`config.mk`:
```
export PLATFORM = sky130hd
export DESIGN_NAME = fifo_stream_reader
export DESIGN_NICKNAME = d
export VERILOG_FILES = /design/src/rtl/fifo_stream_reader.sv
export SDC_FILE = /design/constraint.sdc
export NUM_CORES = 1
export LEC_CHECK = 0
export ABC_AREA = 1
export BUFFER_PORTS_ARGS = -buffer_cell sky130_fd_sc_hd__buf_2
export CAP_MARGIN = 10
export CORE_MARGIN = 2
export CORE_UTILIZATION = 35
export CTS_BUF_LIST = sky130_fd_sc_hd__clkbuf_8
export CTS_CLUSTER_DIAMETER = 200
export CTS_CLUSTER_SIZE = 30
export DETAILED_ROUTE_END_ITERATION = 10
export GPL_TIMING_DRIVEN = 0
export PLACE_DENSITY = 0.55
export SLEW_MARGIN = 20
export SYNTH_ARGS = -nofsm -noshare
export SYNTH_HDL_FRONTEND = slang
export SYNTH_SLANG_ARGS = --single-unit
```
`constraint.sdc`:
```
create_clock -name clk_i -period 2.4 [get_ports clk_i]
set_clock_uncertainty 0.05 [all_clocks]
set_input_delay 0 -clock clk_i [delete_from_list [all_inputs] [get_ports clk_i]]
set_output_delay 0 -clock clk_i [all_outputs]
set_load 0.01 [all_outputs]
```
`src/rtl/fifo_stream_reader.sv`:
```
// Read-side master for the synchronous FIFO: drains it into a valid/ready stream
// through a 2-entry buffer that hides the FIFO read latency and consumer stalls.
module fifo_stream_reader #(
    parameter int WIDTH     = 8,
    parameter int CNT_WIDTH = 16
) (
    input  logic                 clk_i,
    input  logic                 rst_i,
    input  logic                 enable_i,
    input  logic                 fifo_empty_i,
    output logic                 fifo_rd_en_o,
    input  logic [WIDTH-1:0]     fifo_rdata_i,
    input  logic                 fifo_rd_error_i,
    output logic                 m_valid_o,
    input  logic                 m_ready_i,
    output logic [WIDTH-1:0]     m_data_o,
    output logic                 busy_o,
    output logic [CNT_WIDTH-1:0] word_cnt_o,
    output logic                 err_o
);

    typedef enum logic [1:0] {
        IDLE  = 2'd0,
        RUN   = 2'd1,
        DRAIN = 2'd2
    } state_e;

    state_e               state_q, state_d;
    logic [WIDTH-1:0]     buf0_q, buf0_d;
    logic [WIDTH-1:0]     buf1_q, buf1_d;
    logic [1:0]           occ_q, occ_d;
    logic                 infl_q, infl_d;
    logic [CNT_WIDTH-1:0] cnt_q, cnt_d;
    logic                 err_q, err_d;

    logic                 pop;
    logic                 rd_en;
    logic [1:0]           occ_pop;
    logic [2:0]           committed;

    always_comb begin
        pop       = (occ_q != 2'd0) & m_ready_i;
        // Words already owed to the buffer once this cycle's pop is taken.
        committed = {1'b0, occ_q} + {2'b00, infl_q} - {2'b00, pop};
        rd_en     = (state_q == RUN) & ~fifo_empty_i & ~rst_i
                  & (committed < 3'd2);
        occ_pop   = occ_q - {1'b0, pop};

        buf0_d = buf0_q;
        buf1_d = buf1_q;
        if (pop) begin
            buf0_d = buf1_q;
        end
        if (infl_q) begin
            if (occ_pop == 2'd0) begin
                buf0_d = fifo_rdata_i;
            end else begin
                buf1_d = fifo_rdata_i;
            end
        end

        occ_d  = occ_pop + {1'b0, infl_q};
        infl_d = rd_en;
        cnt_d  = cnt_q + CNT_WIDTH'(pop);
        err_d  = err_q | fifo_rd_error_i;

        state_d = state_q;
        unique case (state_q)
            IDLE: begin
                if (enable_i) state_d = RUN;
            end
            RUN: begin
                if (!enable_i) state_d = DRAIN;
            end
            DRAIN: begin
                if (enable_i) begin
                    state_d = RUN;
                end else if ((occ_q == 2'd0) && !infl_q) begin
                    state_d = IDLE;
                end
            end
            default: state_d = IDLE;
        endcase
    end

    always_ff @(posedge clk_i) begin
        if (rst_i) begin
            state_q <= IDLE;
            buf0_q  <= '0;
            buf1_q  <= '0;
            occ_q   <= 2'd0;
            infl_q  <= 1'b0;
            cnt_q   <= '0;
            err_q   <= 1'b0;
        end else begin
            state_q <= state_d;
            buf0_q  <= buf0_d;
            buf1_q  <= buf1_d;
            occ_q   <= occ_d;
            infl_q  <= infl_d;
            cnt_q   <= cnt_d;
            err_q   <= err_d;
        end
    end

    assign fifo_rd_en_o = rd_en;
    assign m_valid_o    = (occ_q != 2'd0);
    assign m_data_o     = buf0_q;
    assign busy_o       = (state_q != IDLE);
    assign word_cnt_o   = cnt_q;
    assign err_o        = err_q;

endmodule

```
==> results.toml <==
[outcome]
outcome = "finished, final reports clean"

[power]
ir_drop_mv = 0.2424
internal_power_mw = 1.124
power_density_nw_per_um2 = 613.0
p_sw_mw = 0.2902
p_sw_frac = 0.2052
comb_power_share = 0.064
p_leak_nw = 1.013
seq_power_share = 0.457
finalPower_mw = 1.414
p_clk_frac = 0.479

[placement]
portBuffers = 40
place_ws_ns = 0.3227
dpl_cell_area_um2 = 2042
hpwl_um = 2938
dp.cells = 349
place_congestion = 0.8243

[clocking]
post_cts_buffers = 0
htree_levels = 2
numCtsBuffers = 5
insertion_delay_ns = 0.29
clock_sinks = 38
root_buffer = "clkbuf_8"
clock_path_buffers = 2
clk_pin_slew_ns = 0.07
cts_tree = "built"

[critical_path]
reg2regPathDepth = 9
arrival_ns = 2.13
r2r-end = "infl_q$_SDFF_PP0_"
startpoint_type = "register"
crit_type = "reg -> out"
required_ns = 2.35
cp_max_fo = 10
r2r-start = "occ_q[1]$_SDFF_PP0_"
ff2ff_setup_slack_ns = 0.53
end_kind = "output port"

[sta]
slew_viol_final = 0
min_period_over_period = 0.9078
rsz0062_at_grt = "no"
worst_slack_ns = 0.2213
maxSlewHeadroom = 0.6759
fin_hold_ws_ns = 0.1096
tns_ns = 0
layout_min_cycle_time_ns = 2.179
setup_viol = 0
max_freq_ghz = 0.4590
hold_viol = 0
tightest_slew_ns = 0.4862

[global_route]
grt_max_degree = 13
grt.overflow.total = 0
grt_usage = 0.1627
antenna_found_initial = 0
grt_pass1_vias = 1517
grt_pass1_wl_um = 6886

[detailed_routing]
drc_errors = 0
route.vias.total = 1695
wl_per_cell_um = 11.23
drtPass1Iterations = 4
ant_nets = 0
viasPerCell = 4.606
dr.first_iter.drc_count = 90
drt_wl_total_um = 4133

[synthesis]
ys_seq_area_frac = 0.4327
synth_top_area_share = 0.4327
netlist_instances = 242
yosysUniqueCellTypes = 27
synth-async-reset-ratio = 0
synth_area_um2 = 1758
synth_seq_cells = 38
yosys_warnings = 0
synth_nets = 259
ys.flop_type = "dfxtp_1"
synthTopCellsByCount = "nand2_1, dfxtp_1, nor2_1"
synth-edff-count = 0
yosysMostFrequentCell = "nand2_1"
synth_area_leaders = "dfxtp_1, nand2_1, nor2_1, inv_1, o21ai_0"
yosysTopAreaCell = "dfxtp_1"
syn_avg_cell_area_um2 = 7.264

[floorplanning]
core_um2 = 4786
dieArea_um2 = 5606
row_count = 25
start_util = 0.3673
io-pin-count = 42
die_y_um = 74.87
die_w_um = 74.87

[finish]
layout-drive-gt1-share = 0.2193
nets = 317
diodes = 0
fin_util = 0.4821
stdcell_area_um2 = 2307
syn2layout_area_growth_pct = 31.25
ff_latch_area_um2 = 764.5
final-instance-count-excl-fill = 368
fill_cells = 501
multi_input_area_um2 = 848.3

[run]
max_cap_viol_count = 0

[min_path]
min-delay-start = "m_ready_i"
min_to = "occ_q[1]$_SDFF_PP0_"
hold_depth = 3
hold_class = "in -> reg"
-- what timing repair did --
action | CTS | global route
hold buffers | 11 | 0
setup endpoints to repair | 1 | 1
gates resized for setup | 1 | 3
endpoints found under the hold margin | 20 | 0
-- routing by layer --
metal / up-vias / share of wire / GRT usage
met5: - / 0 / 0
met4: 0 / 0.017 / 0.06548
met3: 7 / 0.038 / 0.03614
met2: 30 / 0.46 / 0.2641
met1: 755 / 0.48 / 0.2101
li1: 903 / - / -
-- cells in the final DEF (no fill, tap or decap) --
master,Yosys,layout
a21oi_1,14,14
nor2_1,38,37
nor2_2,1,2
inv_1,30,30
nor3_1,6,6
nand2_1,42,42
dfxtp_4,0,1
nor3_2,1,1
fa_1,1,1
buf_6,1,1
nand3_1,12,12
o21a_1,2,2
inv_2,3,3
bufinv_16,0,2
o21ai_0,20,20
nand2_2,1,1
nand4_1,5,5
nand3_4,1,1
buf_1,1,1
nor4_2,0,1
a31oi_1,8,8
dfxtp_1,38,37
dlygate4sd3_1,0,11
clkbuf_1,3,3
buf_2,0,40
nand2_4,3,3
clkbuf_8,0,6
nor4_1,2,1
buf_4,1,1
o21ai_1,2,2
a211oi_1,1,1
ha_1,2,2
nor2_4,3,3
-- sequential cells by signal, summed over array words and instances, names as in the netlist --
register    cells
occ_q           2
infl_q          1
err_o           1
word_cnt_o     16
state_q         2
buf1_q          8
m_data_o        8
-- worst max-delay path: stages, from the launching register on --
cell	delay, ns
dfxtp_4	0.37
inv_2	0.09
nand2_4	0.08
nand2_4	0.13
inv_1	0.07
nor2_1	0.08
o21ai_0	0.11
fa_1	0.49
nand3_1	0.10
nor4_2	0.13
buf_2	0.16
-- power groups by stage --
stage / logic, mW / clock network (mW) / registers [mW]
after floorplan: 0.0411 / 0 / 0.664
after global placement: 0.0780 / 0 / 0.662
after detailed placement: 0.0779 / 0 / 0.662
after CTS: 0.0915 / 0.696 / 0.647
after global routing: 0.103 / 0.714 / 0.647
final: 0.0909 / 0.677 / 0.646
-- area by class of cell --
class | count | area share
buffer | 6 | 0.01464
clock buffer | 6 | 0.03579
clock inverter | 2 | 0.02603
inverter | 33 | 0.05369
multi-input combinational | 165 | 0.3677
sequential | 38 | 0.3313
tap | 67 | 0.03633
timing repair buffer | 51 | 0.1345
-- how the worst max path moves through the flow --
stage | from | endpoint | slack [ns] | cells after the start
floorplan | occ_q[1]$_SDFF_PP0_ | fifo_rd_en_o | 0.45 | 8
global placement | occ_q[1]$_SDFF_PP0_ | fifo_rd_en_o | 0.37 | 9
detailed placement | occ_q[1]$_SDFF_PP0_ | fifo_rd_en_o | 0.32 | 9
CTS | occ_q[1]$_SDFF_PP0_ | fifo_rd_en_o | 0.08 | 9
global route | occ_q[1]$_SDFF_PP0_ | fifo_rd_en_o | 0.03 | 10
finish | occ_q[1]$_SDFF_PP0_ | fifo_rd_en_o | 0.22 | 10
-- cells by family after synthesis --
| family | share of synthesized area |
|---|---|
| buffers and inverters | 0.08968 |
| adder cells (fa/ha/maj) | 0.02562 |
| AND/OR/NAND/NOR | 0.3082 |
| flip-flops | 0.4327 |
| AO/OA/AOI/OAI | 0.1438 |
(Power assumes the default switching activity.)
